[config.mk]
export PLATFORM = sky130hd
export DESIGN_NAME = ddr3_port_sched
export DESIGN_NICKNAME = d
export VERILOG_FILES = /design/src/rtl/ddr3_sched_pkg.sv /design/src/rtl/ddr3_rr_arb4.sv /design/src/rtl/ddr3_port_sched.sv
export SDC_FILE = /design/constraint.sdc
export NUM_CORES = 1
export LEC_CHECK = 0
export BUFFER_PORTS_ARGS = -buffer_cell sky130_fd_sc_hd__buf_2
export CORE_MARGIN = 4
export CORE_UTILIZATION = 51
export DETAILED_ROUTE_END_ITERATION = 8
export PLACE_DENSITY = 0.88
export SYNTH_ARGS = -nofsm -noshare
export SYNTH_HDL_FRONTEND = slang
export SYNTH_HIERARCHICAL = 1
export SYNTH_SLANG_ARGS = --single-unit
[constraint.sdc]
create_clock -name ui_clk -period 6.2 [get_ports ui_clk]
set_clock_uncertainty 0.1 [all_clocks]
set_input_delay 0.62 -clock ui_clk [delete_from_list [all_inputs] [get_ports ui_clk]]
set_output_delay 0.62 -clock ui_clk [all_outputs]
set_load 0.05 [all_outputs]
[src/rtl/ddr3_sched_pkg.sv]
// Shared types and constants for the DDR3 user-port burst scheduler.
package ddr3_sched_pkg;

    localparam int ADDR_W_DEF    = 28;
    localparam int CNT_W_DEF     = 11;
    localparam int LEN_W_DEF     = 8;
    localparam int BEAT_ADDR_DEF = 8;

    localparam int NUM_WR_CH = 4;
    // Channel selects 0..3 are the camera writers; the display reader sits after them.
    localparam logic [2:0] RD_CH_SEL = 3'd4;

    typedef enum logic [2:0] {
        IDLE,
        ARB,
        ISSUE,
        WAIT,
        UPDATE
    } sched_state_e;

endpackage

[src/rtl/ddr3_rr_arb4.sv]
// Combinational 4-way round-robin picker: the first requester at or after ptr_i wins.
module ddr3_rr_arb4 (
    input  logic [3:0] req_i,
    input  logic [1:0] ptr_i,
    output logic [3:0] gnt_o,
    output logic       valid_o
);

    logic [1:0] idx;
    logic       found;

    always_comb begin
        gnt_o = '0;
        found = 1'b0;
        idx   = '0;
        for (int i = 0; i < 4; i++) begin
            idx = ptr_i + 2'(i);
            if (!found && req_i[idx]) begin
                gnt_o[idx] = 1'b1;
                found      = 1'b1;
            end
        end
    end

    assign valid_o = |req_i;

endmodule

[src/rtl/ddr3_port_sched.sv]
// Burst scheduler sharing the DDR3 user command port between four camera writers
// and one display reader; arbitrates, generates addresses and presents descriptors.
module ddr3_port_sched
    import ddr3_sched_pkg::*;
#(
    parameter int ADDR_W    = ADDR_W_DEF,
    parameter int CNT_W     = CNT_W_DEF,
    parameter int LEN_W     = LEN_W_DEF,
    parameter int BEAT_ADDR = BEAT_ADDR_DEF
) (
    input  logic                          ui_clk,
    input  logic                          rst_n,
    input  logic                          init_calib_complete,
    input  logic [LEN_W-1:0]              wr_bust_len,
    input  logic [LEN_W-1:0]              rd_bust_len,
    input  logic [NUM_WR_CH*CNT_W-1:0]    wfifo_rcount,
    input  logic [CNT_W-1:0]              rfifo_wcount,
    input  logic [CNT_W-1:0]              rd_req_th,
    input  logic [CNT_W-1:0]              rd_urgent_th,
    input  logic [NUM_WR_CH*ADDR_W-1:0]   wr_base,
    input  logic [ADDR_W-1:0]             rd_base,
    input  logic [ADDR_W-1:0]             frame_span,
    input  logic [NUM_WR_CH-1:0]          wr_load_p,
    input  logic                          rd_load_p,
    output logic                          burst_req,
    input  logic                          burst_ack,
    input  logic                          burst_done,
    output logic                          burst_is_rd,
    output logic [1:0]                    burst_ch,
    output logic [ADDR_W-1:0]             burst_addr,
    output logic [LEN_W-1:0]              burst_len,
    output logic                          busy
);

    localparam int NCH   = NUM_WR_CH + 1;
    localparam int CMP_W = (CNT_W > LEN_W) ? CNT_W : LEN_W;

    sched_state_e state_q;
    logic [1:0]        rr_q;
    logic [2:0]        sel_q;
    logic [ADDR_W-1:0] off_q [NCH];
    logic [NCH-1:0]    pend_q;
    logic              burst_req_q, burst_is_rd_q, busy_q;
    logic [1:0]        burst_ch_q;
    logic [ADDR_W-1:0] burst_addr_q;
    logic [LEN_W-1:0]  burst_len_q;

    logic [ADDR_W-1:0] base_a [NCH];
    logic [NCH-1:0]    load_a;
    logic [NUM_WR_CH-1:0] wr_elig, wr_gnt;
    logic              wr_any, rd_elig, rd_urg, pick_rd, any_elig;
    logic [2:0]        grant_sel;
    logic [NCH-1:0]    in_use;
    logic [ADDR_W-1:0] step, upd_off, wrapped_off;

    // Channels 0..3 are writers, index RD_CH_SEL is the reader, so all
    // per-channel state can live in one array.
    genvar gi;
    generate
        for (gi = 0; gi < NUM_WR_CH; gi++) begin : g_wr
            assign base_a[gi]  = wr_base[gi*ADDR_W +: ADDR_W];
            assign wr_elig[gi] = (CMP_W'(wfifo_rcount[gi*CNT_W +: CNT_W]) >= CMP_W'(wr_bust_len))
                                 && (wr_bust_len != '0);
        end
    endgenerate
    assign base_a[NUM_WR_CH] = rd_base;
    assign load_a            = {rd_load_p, wr_load_p};

    assign rd_elig  = (rfifo_wcount < rd_req_th) && (rd_bust_len != '0);
    assign rd_urg   = (rfifo_wcount < rd_urgent_th) && (rd_bust_len != '0);

    ddr3_rr_arb4 u_rr_arb (
        .req_i   (wr_elig),
        .ptr_i   (rr_q),
        .gnt_o   (wr_gnt),
        .valid_o (wr_any)
    );

    assign pick_rd  = rd_urg || !wr_any;
    assign any_elig = rd_urg || wr_any || rd_elig;

    always_comb begin
        grant_sel = RD_CH_SEL;
        if (!pick_rd) begin
            for (int i = 0; i < NUM_WR_CH; i++) begin
                if (wr_gnt[i]) grant_sel = 3'(i);
            end
        end
    end

    // A channel counts as granted from the ARB decision until its UPDATE; frame
    // pulses in that window are deferred so the in-flight address stays valid.
    always_comb begin
        in_use = '0;
        for (int c = 0; c < NCH; c++) begin
            if ((state_q == ISSUE || state_q == WAIT) && sel_q == 3'(c)) in_use[c] = 1'b1;
            if (state_q == ARB && init_calib_complete && any_elig && grant_sel == 3'(c))
                in_use[c] = 1'b1;
        end
    end

    assign step        = ADDR_W'(burst_len_q) * ADDR_W'(BEAT_ADDR);
    assign upd_off     = off_q[sel_q] + step;
    assign wrapped_off = (upd_off >= frame_span) ? '0 : upd_off;

    always_ff @(posedge ui_clk or negedge rst_n) begin
        if (!rst_n) begin
            state_q       <= IDLE;
            rr_q          <= '0;
            sel_q         <= '0;
            pend_q        <= '0;
            burst_req_q   <= 1'b0;
            burst_is_rd_q <= 1'b0;
            burst_ch_q    <= '0;
            burst_addr_q  <= '0;
            burst_len_q   <= '0;
            busy_q        <= 1'b0;
            for (int c = 0; c < NCH; c++) off_q[c] <= '0;
        end else begin
            for (int c = 0; c < NCH; c++) begin
                if (state_q == UPDATE && sel_q == 3'(c)) begin
                    off_q[c]  <= (pend_q[c] || load_a[c]) ? '0 : wrapped_off;
                    pend_q[c] <= 1'b0;
                end else if (load_a[c]) begin
                    if (in_use[c]) pend_q[c] <= 1'b1;
                    else           off_q[c]  <= '0;
                end
            end

            case (state_q)
                IDLE: begin
                    if (init_calib_complete) begin
                        state_q <= ARB;
                        busy_q  <= 1'b1;
                    end
                end
                ARB: begin
                    if (!init_calib_complete) begin
                        state_q <= IDLE;
                        busy_q  <= 1'b0;
                    end else if (any_elig) begin
                        sel_q         <= grant_sel;
                        burst_is_rd_q <= pick_rd;
                        burst_ch_q    <= pick_rd ? 2'd0 : grant_sel[1:0];
                        burst_addr_q  <= base_a[grant_sel] + off_q[grant_sel];
                        burst_len_q   <= pick_rd ? rd_bust_len : wr_bust_len;
                        burst_req_q   <= 1'b1;
                        state_q       <= ISSUE;
                    end
                end
                ISSUE: begin
                    if (burst_ack) begin
                        burst_req_q <= 1'b0;
                        state_q     <= WAIT;
                    end
                end
                WAIT: begin
                    if (burst_done) state_q <= UPDATE;
                end
                UPDATE: begin
                    if (!burst_is_rd_q) rr_q <= burst_ch_q + 2'd1;
                    if (init_calib_complete) begin
                        state_q <= ARB;
                    end else begin
                        state_q <= IDLE;
                        busy_q  <= 1'b0;
                    end
                end
                default: begin
                    state_q     <= IDLE;
                    burst_req_q <= 1'b0;
                    busy_q      <= 1'b0;
                end
            endcase
        end
    end

    assign burst_req   = burst_req_q;
    assign burst_is_rd = burst_is_rd_q;
    assign burst_ch    = burst_ch_q;
    assign burst_addr  = burst_addr_q;
    assign burst_len   = burst_len_q;
    assign busy        = busy_q;

endmodule
# == Yosys cells after proc, flatten, opt, wreduce, memory -nomap -nowiden ==
# Cells that the tools add are included.
# totals
romBits,0
out_inout_bits,41
latchBits,0
n_memories,0
mem_bits_rw,0
elab_cells,250
regBits,194
inputBits,271
# classes
add_sub_neg,6
shift,0
div_mod_pow,0
bitwise,8
n_eq_ne,24
order_cmp,17
n_reduce_logical,77
multipliers,0
mux,99
# ops
op,count
two-way mux 28 bit,27
binary-select mux 28 bit (select 3 bit),3
>= comparator 11 x 8 -> 1 bit,4
two-way mux 1 bit,42
logical AND 1 bit,30
two-way mux 3 bit,10
adder 28 x 11 -> 28 bit,1
adder 28 bit,1
>= comparator 28 bit,1
less-than comparator 11 bit,2
AND reduction 2 bit,11
nonzero test 2 bit,10
"equality test 3 x 2 -> 1 bit, second input constant",6
two-way mux 4 bit,4
nonzero test 8 bit,2
one-hot mux 3 bit (5 select lines),1
"less-than comparator 2 x 3 -> 1 bit, second input constant",4
"inequality test 2 bit, second input constant",6
bitwise OR 4 bit,3
"inequality test 2 x 1 -> 1 bit, second input constant",5
"equality test 3 x 1 -> 1 bit, second input constant",3
"equality test 3 bit, second input constant",3
zero test 3 bit,3
logical OR 1 bit,9
18 further kinds,40

# == Logic depth before layout (Yosys ltp) ==
# depth
word_depth,25
ltp_mapped,35
mapped_depth_nobuf,30

# == Cells and area by module ==
# Netlist, hierarchy kept.
# modules_own_cells
mod,instances,seq_area_each_um2,area_per_inst_um2,cells_per_inst
ddr3_port_sched,1,4854.7,14023.4,1556
ddr3_rr_arb4,1,0.0,345.3,37

# == Worst setup path before layout ==
# OpenSTA, ideal clock, no wires.
# synth_timing
path_kind,input to register
from,input port wr_bust_len[1]
to,"register burst_addr_q[26], in the netlist burst_addr[26]"
required_time_ns,5.964
setup_time_ns,0.136
n_path_buf,6
setup_slack_ns,-0.459
t_arrival_ns,6.424
path_stages,33
path_cell_list,inv_1 > ha_1 > a21boi_0 > o21a_1 > o21a_1 > o211ai_1 > a21boi_0 > o21ai_0 > a31oi_1 > mux4_2 > buf_6 > a21oi_1 > a21o_2 > o211ai_1 > clkbuf_1 > or3_1 > clkbuf_1 > o21ai_1 > clkbuf_1 > clkbuf_1 > nand2_1 > o31ai_1 > ha_1 > clkbuf_1 > a21o_1 > a21o_1 > a41oi_1 > a31oi_1 > a21bo_2 > a31o_2 > a21oi_1 > xor2_1 > o21ai_0
# synth_between
word_cells_on_any_way,52
cone_classes,add/sub (1); order compare (4); mux (26); bitwise (4); reduce/logical (17)
# synth_rtl
element,line,text
start: declaration,ddr3_port_sched.sv:14,"input logic [LEN_W-1:0] wr_bust_len,"
>= comparator 11 x 8 -> 1 bit / nonzero test 8 bit (equally long branches),"ddr3_port_sched.sv:62, ddr3_port_sched.sv:63",
logical AND 1 bit (*),ddr3_port_sched.sv:63,&& (wr_bust_len != '0);
named net wr_elig[3],ddr3_port_sched.sv:50,"logic [NUM_WR_CH-1:0] wr_elig, wr_gnt;"
binary-select mux 1 bit (select 2 bit),ddr3_rr_arb4.sv:18,if (!found && req_i[idx]) begin
two-way mux 1 bit (not written as such),ddr3_rr_arb4.sv:18,
two-way mux 1 bit,ddr3_rr_arb4.sv:18,
zero test 1 bit,ddr3_rr_arb4.sv:18,
logical AND 1 bit,ddr3_rr_arb4.sv:18,
(+6 left out),n/a,
two-way mux 4 bit (*),ddr3_rr_arb4.sv:18,
named net wr_gnt[2],ddr3_port_sched.sv:50,
two-way mux 3 bit (*) (2 in series),ddr3_port_sched.sv:86,if (wr_gnt[i]) grant_sel = 3'(i);
two-way mux 3 bit (*),ddr3_port_sched.sv:84,if (!pick_rd) begin
NOT 3 -> 4 bit (not written as such) (*),ddr3_port_sched.sv:145,burst_addr_q <= base_a[grant_sel] + off_q[grant_sel];
binary-select mux 28 bit (select 3 bit),ddr3_port_sched.sv:145,
two-way mux 28 bit (not written as such) (2 in series),ddr3_port_sched.sv:145,
adder 28 bit (*),ddr3_port_sched.sv:145,
end signal: assignment,ddr3_port_sched.sv:145,
end: declaration,ddr3_port_sched.sv:45,logic [ADDR_W-1:0] burst_addr_q;
# The timed path passes the listed nets; every way through them passes the cells marked *. The select of a mux whose other input is x is not followed.
# A chain may end at the register's enable or synchronous reset.

# == Final worst setup path ==
# layout_timing
from,input port wr_bust_len[1]
to,"register burst_addr_q[15], in the netlist burst_addr[15]"
# Same word-level chain as after synthesis.

==> flow_metrics.env <==
export IMPL_r2r_slack_ns=0.14
export IMPL_synth_seq_area_share=0.338
export IMPL_die_x_um=176
export IMPL_critical_path_reg2reg_startpoint="sel_q[0]$_DFFE_PN0P_"
export IMPL_fin_crit_ns=6.69
export IMPL_ys_seq_elements=194
export IMPL_synth_warnings=6
export IMPL_cts_tree="done"
export IMPL_cpLargestDelayFamily="compound AO/OA/AOI/OAI gates"
export IMPL_total_power_mw=8.60
export IMPL_avgSynthCellArea_um2=9.02
export IMPL_hp_class="input pin to async pin"
export IMPL_arrival_ns=6.89
export IMPL_die_area_um2=30900
export IMPL_worstPathRequired_ns=6.41
export IMPL_end_kind="flip-flop"
export IMPL_grt_max_degree=78
export IMPL_place_gp_congestion=0.956
export IMPL_slew_headroom=0.403
export IMPL_drive_gt1_frac=0.362
export IMPL_p_leak_nw=9.47
export IMPL_synth_nets=1987
export IMPL_yosysTopAreaCell="dfrtp_1"
export IMPL_cts_buffers=17
export IMPL_synth_async_reset_ratio=1.00
export IMPL_pre_cts_slack_ns=-0.691
export IMPL_drc=0
export IMPL_period_share=1.08
export IMPL_critPathSlowestCell="mux4_2"
export IMPL_critPathKind="input pin to flip-flop"
export IMPL_drt_pass1_iter_count=6
export IMPL_ant_nets=0
export IMPL_totalWireLength_um=59200
export IMPL_core_um2=27800
export IMPL_max_stage_delay_ns=0.61
export IMPL_setup_viol=20
export IMPL_powerDensity_nw_per_um2=438
export IMPL_row_count=61
export IMPL_antenna_found_initial=5
export IMPL_slew_viol_final=0
export IMPL_max_freq_mhz=150
export IMPL_yosysTopAreaCellShare=0.338
export IMPL_gr_total_overflow=0
export IMPL_ir_drop_v=0.000251
export IMPL_clkTransAtPathRegs_ns=0.08
export IMPL_htreeDepth=4
export IMPL_ys_flop_type="dfrtp_1"
export IMPL_die_h_um=176
export IMPL_tightest_slew_ns=0.888
export IMPL_routedWlPerCell_um=23.9
export IMPL_synth_common_cells="dfrtp_1 (194), nand2_1 (179), ha_1 (121)"
export IMPL_start_util=0.517
export IMPL_post_drt_via_cell_ratio=6.63
export IMPL_grt_pass1_wl_um=83900
export IMPL_max_cap_violations=0
export IMPL_drtIter0Drc=2621
export IMPL_ios=312
export IMPL_clockRootBuffer="clkbuf_16"
export IMPL_hpwl_um=38900
export IMPL_synth_cells=1593
export IMPL_setup_slack_ns=-0.489
export IMPL_clk_latency_ns=0.45
export IMPL_cpMostUsedCell="buf_4"
export IMPL_r2r_end="off_q[112]$_DFFE_PN0P_"
export IMPL_yosysMostFrequentCell="dfrtp_1"
export IMPL_syn_cell_area_um2=14400
export IMPL_rsz0062_at_grt="yes"
export IMPL_ys_top_cells_by_area="dfrtp_1 (34%), ha_1 (11%), a22o_1 (5.8%)"
export IMPL_synth_edf_count=0
export IMPL_nets=2474
export IMPL_worst_path_buf_inv=6
export IMPL_vias=16400
export IMPL_synth_cell_type_count=83
export IMPL_area_delta_synth_final_pct=36.5
export IMPL_grt_pass1_vias=15600
export IMPL_critPathLaunch="wr_bust_len[1]"
export IMPL_hold_viol=0
export IMPL_cts_sinks=194
export IMPL_violations="setup timing"
export IMPL_port_buffers=311
export IMPL_status="finished with violations"
export IMPL_r2r_cells=25
export IMPL_clock_path_buffers=2
export IMPL_crit_path_start_kind="input pin"
export IMPL_worst_path_max_fanout=16
export IMPL_grt_use_total=0.340
[routing by layer]
| metal | routed length, µm | GRT usage |
|---|---|---|
| met5 | 8 | 0 |
| met4 | 3860 | 0.138 |
| met3 | 7310 | 0.0928 |
| met2 | 27500 | 0.563 |
| met1 | 20400 | 0.423 |
[cell usage in the layout, fill, tap and decap left out, types with 13 or more instances in the layout]
cell type,n
ha_4,13
and2_1,13
a22o_1,95
nor2_1,89
a22oi_1,62
mux4_2,28
a21o_1,23
o21ai_0,101
clkbuf_16,19
a21oi_1,59
a21oi_2,13
buf_12,19
o21ai_1,13
nor2b_1,14
buf_2,309
ha_1,108
o21a_1,16
inv_1,101
buf_4,210
o31ai_1,20
xnor2_1,19
xor2_1,17
nand2_1,176
nor3_1,17
o22ai_1,51
a31oi_1,22
buf_6,15
dfrtp_1,193
[how the worst max path moves through the flow]
stage / to / cells after the start
after global placement: burst_addr[15]$_DFFE_PN0P_ / 31
final: burst_addr[15]$_DFFE_PN0P_ / 30
after detailed placement: burst_addr[26]$_DFFE_PN0P_ / 32
after CTS: burst_addr[15]$_DFFE_PN0P_ / 33
after global routing: burst_addr[15]$_DFFE_PN0P_ / 30
after floorplan: burst_addr[15]$_DFFE_PN0P_ / 32
[through the flow]
stage	cell area, µm²	setup TNS (ns)	instances	hold WS [ns]	util
floorplan	14500	0	1593	0.224	-
global route	19600	-8.55	2475	0.152	0.706
detailed placement	17800	-9.39	2392	0.366	0.640
CTS	18900	-0.0327	2450	0.117	0.681
global placement	17800	-4.14	2392	0.359	0.640
finish	19600	-4.24	2477	0.0898	0.706
[timing repair]
action / CTS / global route
gates resized for setup: 48 / 106
pin swaps: 29 / 27
hold buffers: 0 / 0
setup buffers: 24 / 22
setup endpoints to repair: 11 / 130
cloned: 2 / 2
[flip-flops by register name, indices dropped and copies added, names as in the netlist]
| register | flops |
|---|---|
| pend_q | 5 |
| burst_req | 1 |
| burst_is_rd | 1 |
| busy | 1 |
| burst_len | 8 |
| state_q | 3 |
| burst_ch | 2 |
| off_q | 140 |
| sel_q | 3 |
| rr_q | 2 |
| burst_addr | 28 |
[power breakdown]
group	switching (mW)	total (mW)	internal, mW
sequential	0.167	1.59	1.42
clock	0.554	1.13	0.581
combinational	3.37	5.87	2.51
[worst register-to-register path: cells and delay by family (launching register included)]
family          cells  cell delay [ns]
flops               1             0.62
fa+ha+maj           3             0.93
simple gates        9             1.92
compound gates      6             1.07
xor+xnor            1             0.21
buf+inv             6             1.01
[layout make-up]
class                           count  area [µm²]
Sequential cell                   194        4860
Clock buffer                       19         443
Clock inverter                     13         140
Tap cell                          378         473
Timing Repair Buffer              557        3760
Antenna cell                        6        15.0
Multi-Input combinational cell   1206        9530
Inverter                          104         394
Fill cell                        1869        8170
[cell families (layout without fill, tap and decap cells)]
group           Yosys count  after routing  synth area share
mux                      37             37            0.0518
buf+inv                 193            693            0.0540
fa+ha+maj               124            124             0.109
simple gates            395            395             0.128
other cells               0              6                 0
compound gates          605            605             0.291
xor+xnor                 45             45            0.0285
flops                   194            194             0.338
Power figures use the tool's default switching activity.
